==> config.mk <==
export PLATFORM = sky130hd
export DESIGN_NAME = bbox_tracker
export DESIGN_NICKNAME = d
export VERILOG_FILES = /design/src/rtl/cam_pkg.sv /design/src/rtl/iir_shift_filter.sv /design/src/rtl/bbox_tracker.sv
export SDC_FILE = /design/constraint.sdc
export NUM_CORES = 1
export LEC_CHECK = 0
export BUFFER_PORTS_ARGS = -buffer_cell sky130_fd_sc_hd__buf_4
export CAP_MARGIN = 20
export CORE_MARGIN = 5
export CORE_UTILIZATION = 50
export DETAILED_ROUTE_END_ITERATION = 8
export GPL_ROUTABILITY_DRIVEN = 0
export PLACE_DENSITY = 0.68
export SYNTH_ARGS = -nofsm -noshare
export SYNTH_HDL_FRONTEND = slang
export SYNTH_SLANG_ARGS = --single-unit
==> constraint.sdc <==
create_clock -name pclk -period 22.3 [get_ports pclk]
set_clock_uncertainty 0.1 [all_clocks]
set_input_delay 4.46 -clock pclk [delete_from_list [all_inputs] [get_ports pclk]]
set_output_delay 4.46 -clock pclk [all_outputs]
set_load 0.05 [all_outputs]
==> src/rtl/cam_pkg.sv <==
// Shared camera-pipeline types and constants used by the capture stage and the tracker.
package cam_pkg;

    localparam int unsigned FRAME_W_DEF = 640;
    localparam int unsigned FRAME_H_DEF = 480;

    // Bounds reported by the capture stage when no pixel matched during the frame
    localparam logic [9:0] BOX_EMPTY_MIN = 10'd641;
    localparam logic [9:0] BOX_EMPTY_MAX = 10'd0;

    typedef enum logic [1:0] {
        S_IDLE,
        S_CHECK,
        S_FILTER,
        S_PUBLISH
    } tracker_state_e;

    typedef struct packed {
        logic [9:0] min_x;
        logic [9:0] max_x;
        logic [9:0] min_y;
        logic [9:0] max_y;
    } bbox_t;

endpackage

==> src/rtl/iir_shift_filter.sv <==
// One-axis first-order IIR: snap loads the new value, en moves filt by (new - filt) >>> ALPHA_SHIFT.
module iir_shift_filter #(
    parameter int unsigned ALPHA_SHIFT = 2
) (
    input  logic       clk,
    input  logic       rst_n,
    input  logic       snap,
    input  logic       en,
    input  logic [9:0] new_val,
    output logic [9:0] filt
);

    logic [9:0]        filt_q, filt_d;
    logic signed [10:0] diff;
    logic signed [10:0] step;

    always_comb begin
        diff   = $signed({1'b0, new_val}) - $signed({1'b0, filt_q});
        step   = diff >>> ALPHA_SHIFT;
        filt_d = filt_q;
        if (snap) begin
            filt_d = new_val;
        end else if (en) begin
            // step lies between 0 and diff, so the 10-bit wrap-around add never overflows
            filt_d = filt_q + step[9:0];
        end
    end

    always_ff @(posedge clk or negedge rst_n) begin
        if (!rst_n) begin
            filt_q <= '0;
        end else begin
            filt_q <= filt_d;
        end
    end

    assign filt = filt_q;

endmodule

==> src/rtl/bbox_tracker.sv <==
// Samples the capture-stage bounding box at each vsync rise, validates it, smooths its centre
// and publishes one per-frame result on a valid/ready interface.
module bbox_tracker
    import cam_pkg::*;
#(
    parameter int unsigned FRAME_W     = FRAME_W_DEF,
    parameter int unsigned FRAME_H     = FRAME_H_DEF,
    parameter int unsigned MIN_AREA    = 64,
    parameter int unsigned ALPHA_SHIFT = 2,
    parameter int unsigned LOST_FRAMES = 4
) (
    input  logic       pclk,
    input  logic       reset_n,
    input  logic       vsync,
    input  logic [9:0] min_x,
    input  logic [9:0] max_x,
    input  logic [9:0] min_y,
    input  logic [9:0] max_y,
    input  logic       out_ready,
    output logic       out_valid,
    output logic [9:0] cx,
    output logic [9:0] cy,
    output logic [9:0] box_w,
    output logic [9:0] box_h,
    output logic       locked,
    output logic       det,
    output logic       overrun
);

    localparam int unsigned MISS_W = $clog2(LOST_FRAMES + 1);
    localparam logic [MISS_W-1:0] MISS_MAX = MISS_W'(LOST_FRAMES);

    tracker_state_e state_q, state_d;
    logic           vsync_q;
    logic           vs_rise;
    logic           do_sample, do_check, do_filter, do_publish;

    bbox_t          raw_q;
    logic [9:0]     w_c, h_c;
    logic [19:0]    area_c;
    logic [10:0]    sum_x_c, sum_y_c;
    logic           valid_c;

    logic           valid_q;
    logic [9:0]     w_q, h_q, ncx_q, ncy_q;

    logic           trk_locked_q, trk_det_q;
    logic [9:0]     trk_w_q, trk_h_q;
    logic [MISS_W-1:0] miss_q, miss_inc;
    logic [9:0]     filt_x, filt_y;
    logic           f_snap, f_en;

    logic           out_valid_q, locked_q, det_q, overrun_q;
    logic [9:0]     cx_q, cy_q, box_w_q, box_h_q;

    assign vs_rise = vsync & ~vsync_q;

    always_comb begin
        state_d    = state_q;
        do_sample  = 1'b0;
        do_check   = 1'b0;
        do_filter  = 1'b0;
        do_publish = 1'b0;
        unique case (state_q)
            S_IDLE: begin
                if (vs_rise) begin
                    do_sample = 1'b1;
                    state_d   = S_CHECK;
                end
            end
            S_CHECK: begin
                do_check = 1'b1;
                state_d  = S_FILTER;
            end
            S_FILTER: begin
                do_filter = 1'b1;
                state_d   = S_PUBLISH;
            end
            S_PUBLISH: begin
                do_publish = 1'b1;
                state_d    = S_IDLE;
            end
            default: state_d = S_IDLE;
        endcase
    end

    always_ff @(posedge pclk or negedge reset_n) begin
        if (!reset_n) begin
            state_q <= S_IDLE;
            vsync_q <= 1'b0;
        end else begin
            state_q <= state_d;
            vsync_q <= vsync;
        end
    end

    always_comb begin
        w_c     = raw_q.max_x - raw_q.min_x;
        h_c     = raw_q.max_y - raw_q.min_y;
        area_c  = 20'(w_c) * 20'(h_c);
        sum_x_c = {1'b0, raw_q.min_x} + {1'b0, raw_q.max_x};
        sum_y_c = {1'b0, raw_q.min_y} + {1'b0, raw_q.max_y};
        valid_c = (raw_q.min_x <= raw_q.max_x) && (raw_q.min_y <= raw_q.max_y) &&
                  (raw_q.max_x < 10'(FRAME_W)) && (raw_q.max_y < 10'(FRAME_H)) &&
                  (area_c >= 20'(MIN_AREA));
    end

    always_ff @(posedge pclk or negedge reset_n) begin
        if (!reset_n) begin
            raw_q   <= '0;
            valid_q <= 1'b0;
            w_q     <= '0;
            h_q     <= '0;
            ncx_q   <= '0;
            ncy_q   <= '0;
        end else begin
            if (do_sample) begin
                raw_q <= '{min_x: min_x, max_x: max_x, min_y: min_y, max_y: max_y};
            end
            if (do_check) begin
                valid_q <= valid_c;
                w_q     <= w_c;
                h_q     <= h_c;
                ncx_q   <= sum_x_c[10:1];
                ncy_q   <= sum_y_c[10:1];
            end
        end
    end

    assign f_snap   = do_filter & valid_q & ~trk_locked_q;
    assign f_en     = do_filter & valid_q & trk_locked_q;
    assign miss_inc = (miss_q == MISS_MAX) ? miss_q : miss_q + 1'b1;

    iir_shift_filter #(.ALPHA_SHIFT(ALPHA_SHIFT)) u_filt_x (
        .clk    (pclk),
        .rst_n  (reset_n),
        .snap   (f_snap),
        .en     (f_en),
        .new_val(ncx_q),
        .filt   (filt_x)
    );

    iir_shift_filter #(.ALPHA_SHIFT(ALPHA_SHIFT)) u_filt_y (
        .clk    (pclk),
        .rst_n  (reset_n),
        .snap   (f_snap),
        .en     (f_en),
        .new_val(ncy_q),
        .filt   (filt_y)
    );

    always_ff @(posedge pclk or negedge reset_n) begin
        if (!reset_n) begin
            trk_locked_q <= 1'b0;
            trk_det_q    <= 1'b0;
            trk_w_q      <= '0;
            trk_h_q      <= '0;
            miss_q       <= '0;
        end else if (do_filter) begin
            trk_det_q <= valid_q;
            if (valid_q) begin
                trk_locked_q <= 1'b1;
                miss_q       <= '0;
                trk_w_q      <= w_q;
                trk_h_q      <= h_q;
            end else begin
                miss_q <= miss_inc;
                if (miss_inc == MISS_MAX) begin
                    trk_locked_q <= 1'b0;
                end
            end
        end
    end

    // A publish load takes priority over a same-cycle handshake, so out_valid stays set
    always_ff @(posedge pclk or negedge reset_n) begin
        if (!reset_n) begin
            out_valid_q <= 1'b0;
            cx_q        <= '0;
            cy_q        <= '0;
            box_w_q     <= '0;
            box_h_q     <= '0;
            locked_q    <= 1'b0;
            det_q       <= 1'b0;
            overrun_q   <= 1'b0;
        end else begin
            if (do_publish) begin
                out_valid_q <= 1'b1;
                cx_q        <= filt_x;
                cy_q        <= filt_y;
                box_w_q     <= trk_w_q;
                box_h_q     <= trk_h_q;
                locked_q    <= trk_locked_q;
                det_q       <= trk_det_q;
                if (out_valid_q && !out_ready) begin
                    overrun_q <= 1'b1;
                end
            end else if (out_valid_q && out_ready) begin
                out_valid_q <= 1'b0;
            end
            if (vs_rise && (state_q != S_IDLE)) begin
                overrun_q <= 1'b1;
            end
        end
    end

    assign out_valid = out_valid_q;
    assign cx        = cx_q;
    assign cy        = cy_q;
    assign box_w     = box_w_q;
    assign box_h     = box_h_q;
    assign locked    = locked_q;
    assign det       = det_q;
    assign overrun   = overrun_q;

endmodule

==> run summary <==
Status: complete, no violations
Detail-routed via count per cell: 5.438
ANT nets after route: 0
Reg-to-reg endpoint: valid_q$_DFFE_PN0N_
Wirelength, routed: 28440 um
Top-count cell post-synth: sky130_fd_sc_hd__dfrtp_1
Final hold violations: 0
Tot GR Track Use: 19.63%
Max stage delay on crit path: 0.56 ns
Slew of the pin with the lowest slew margin: 1.002 ns
Number of hold-repair buffers added at the cts stage: 0
Vias after detailed routing: 9625
Worst-path fanout max: 11
Peak Freq: 127.1 MHz
Number of enable-type register cells in the synthesized netlist: 0
Total CTS buffers: 17
Count of pins over their slew limit: 0
Most used DFF post-synth: sky130_fd_sc_hd__dfrtp_1
Crit-path most repeated cell: sky130_fd_sc_hd__fa_1
Largest net degree at the start of global routing: 112
Post-synthesis cell count: 1358
Netlist area before placement: 0.01329 mm2
Number of global-route vias before repair: 9714
Clock period minus worst slack: 7.869 ns
Std-Cell Rows: 59
Post-Syn Area per Cell: 9.789 um2
Die Outline Area: 0.02995 mm2
Max capacitance violation total: 0
Endpoint of the worst hold-timing path: trk_h_q[0]$_DFFE_PN0P_
Worst reg-to-reg path cell count: 29
Final TNS setup: 0 ns
Critical Path Start Type: flop
Synthesized netlist net count: 1607
Proportion of synthesized flip-flops having asynchronous set or reset: 100.0%
Register-to-register setup slack: 14.43 ns
Area overhead of the layout relative to synthesis: 11.66%
Unrepaired setup endpoints after global routing: false
Setup Viol. Count Final: 0
Yosys cell types: 68
Number of warnings issued by yosys: 0
Leading area contributor after synthesis: sky130_fd_sc_hd__dfrtp_1
First-pass GRT wire length: 49200 um
Maximum count of clock buffers along a single path: 2
Worst Path Required: 22.51 ns
CP arrival: 8.08 ns
Area of the core: 0.02613 mm2
Leading post-synthesis cells by cell area: sky130_fd_sc_hd__dfrtp_1 33%, sky130_fd_sc_hd__ha_1 13%, sky130_fd_sc_hd__fa_1 10%
Detail-routed net length per standard cell: 16.07 um
Residual overflow from global routing: 0
Y dimension of the die: 173.1 um
Instance count along the most critical hold path: 2
Crit. End Element: flop
Detailed-route DRC error count: 0
Count of H-tree levels built during CTS: 4
Synth top cells by count: 173 x sky130_fd_sc_hd__dfrtp_1, 162 x sky130_fd_sc_hd__inv_1, 137 x sky130_fd_sc_hd__ha_1, 126 x sky130_fd_sc_hd__nor2_1, 109 x sky130_fd_sc_hd__mux2_2
Reg-to-reg critical path startpoint: raw_q[0]$_DFFE_PN0P_
Classification of the worst setup path: flop to flop
Final instance area: 0.01484 mm2
Clock root buffer: sky130_fd_sc_hd__clkbuf_16
Number of resized instances in the post-cts repair step: 0
IO Port Bufs: 87
Antenna violations before repair: 0
Number of sinks handled by clock tree synthesis: 173
Die X: 173.1 um
Number of DRC violations after detailed-routing iteration 0: 549
Share of layout cells above drive strength 1: 17.91%
Slew HR: 32.96%
Share of the clock period used by the worst path after layout: 35.28%
Seq/Total Area, Yosys: 32.56%
Clock transition at the registers of the reported paths: 0.07 ns
Nets: 1671
Worst hold start: trk_h_q[0]$_DFFE_PN0P_
Number of buffers added for setup after CTS: 0
I/O pin count: 88
Cell type of the slowest stage on the worst timing path: sky130_fd_sc_hd__fa_1
Insertion delay to the later sink of the worst-skew pair: 0.43 ns
Number of iterations in the first detailed-routing pass: 5
Worst hold path type: flop to flop
Clock tree from TritonCTS: done
Initial Utilization: 50.87%
Detailed-placement wirelength estimate: 21700 um
Placed cell area: 0.01425 mm2
Yosys top cell area share: 32.56%
Antenna Diode Count: 0
Flops & latches, synth: 173
[stage by stage]
step	utilization (%)	hold WS, ns	cells	setup slack, ns
after CTS	56.70	0.3825	1769	14.52
after floorplan	-	0.3444	1358	15.17
final	56.80	0.3800	1770	14.43
after detailed placement	54.53	0.3655	1737	14.57
after global routing	56.80	0.4022	1770	13.87
after global placement	54.46	0.3626	1736	14.69
[metal layers]
metal	vias up	part of all wire, %	wire length (um)	GRT usage [%]
met5	-	0	0	0
met4	0	1.7	495	4.889
met1	4704	47	13490	27.35
li1	4706	-	-	-
met2	180	47	13410	32.03
met3	35	3.7	1048	3.537
[sequential cells by signal, indices dropped and copies added (netlist names), 2 cells and up]
| name | cells |
|---|---|
| h_q | 10 |
| box_w | 10 |
| trk_h_q | 10 |
| raw_q | 40 |
| ncy_q | 10 |
| trk_w_q | 10 |
| box_h | 10 |
| state_q | 2 |
| w_q | 10 |
| u_filt_y.filt | 10 |
| miss_q | 3 |
| cy | 10 |
| cx | 10 |
| u_filt_x.filt | 10 |
| ncx_q | 10 |
[final cells by class]
type,count,area (um2)
inverters,162,608.1
flip-flops and latches,173,4329
clock buffers,19,432.9
repair buffers,96,757.0
multi-input cells,972,8165
fillers,2345,11290
well taps,335,419.2
clock inverters,13,132.6
[kinds of logic after synthesis]
group | Yosys count | share of synthesized area, %
buf+inv | 213 | 6.089
xor+xnor | 63 | 4.151
fa+ha+maj | 205 | 23.13
flops | 173 | 32.56
mux | 138 | 11.42
simple gates | 336 | 12.08
compound gates | 230 | 10.56
[worst max path at each step]
stage / start / to / depth (start not counted)
floorplan: raw_q[0]$_DFFE_PN0P_ / valid_q$_DFFE_PN0N_ / 30
global placement: raw_q[0]$_DFFE_PN0P_ / valid_q$_DFFE_PN0N_ / 29
detailed placement: raw_q[0]$_DFFE_PN0P_ / valid_q$_DFFE_PN0N_ / 29
CTS: raw_q[0]$_DFFE_PN0P_ / valid_q$_DFFE_PN0N_ / 29
global route: raw_q[0]$_DFFE_PN0P_ / valid_q$_DFFE_PN0N_ / 29
finish: raw_q[0]$_DFFE_PN0P_ / valid_q$_DFFE_PN0N_ / 29
[placed cells by master, fill, tap and decap left out, types with 5 or more instances in the layout]
master / netlist / layout
sky130_fd_sc_hd__dfrtp_1: 173 / 173
sky130_fd_sc_hd__inv_1: 162 / 162
sky130_fd_sc_hd__ha_1: 137 / 135
sky130_fd_sc_hd__nor2_1: 126 / 126
sky130_fd_sc_hd__mux2_2: 109 / 109
sky130_fd_sc_hd__buf_4: 1 / 93
sky130_fd_sc_hd__nand2_1: 81 / 79
sky130_fd_sc_hd__o21ai_0: 71 / 71
sky130_fd_sc_hd__a21oi_1: 71 / 71
sky130_fd_sc_hd__fa_1: 68 / 68
sky130_fd_sc_hd__xnor2_1: 49 / 49
sky130_fd_sc_hd__mux2i_1: 29 / 29
sky130_fd_sc_hd__nand2b_1: 22 / 22
sky130_fd_sc_hd__clkbuf_16: 0 / 17
sky130_fd_sc_hd__nor3_1: 16 / 16
sky130_fd_sc_hd__or3_1: 14 / 14
sky130_fd_sc_hd__xor2_1: 14 / 14
sky130_fd_sc_hd__nand3_1: 14 / 14
sky130_fd_sc_hd__nor2b_1: 12 / 12
sky130_fd_sc_hd__or2_2: 8 / 8
sky130_fd_sc_hd__o21bai_1: 8 / 8
sky130_fd_sc_hd__a211oi_1: 7 / 7
sky130_fd_sc_hd__o21ai_1: 7 / 7
sky130_fd_sc_hd__nand4_1: 7 / 7
sky130_fd_sc_hd__nand3b_1: 6 / 6
sky130_fd_sc_hd__a21o_1: 6 / 6
sky130_fd_sc_hd__and2_1: 6 / 6
sky130_fd_sc_hd__a31oi_1: 6 / 6
sky130_fd_sc_hd__and3_1: 5 / 5
sky130_fd_sc_hd__a21boi_0: 5 / 5
[critical path, delay by kind of cell (launching register included)]
| family | cells | cell delay, ns |
|---|---|---|
| AOI/OAI and AO/OA | 10 | 2.09 |
| and+or+nand+nor | 5 | 0.97 |
| adders and majority gates | 8 | 3.65 |
| xor gates and xnor gates | 1 | 0.27 |
| buffers and inverters | 5 | 0.28 |
| DFF | 1 | 0.40 |
Power is left out: the tool's default activity adds up to more than one toggle a clock period on the data nets, which glitch-free logic cannot reach.
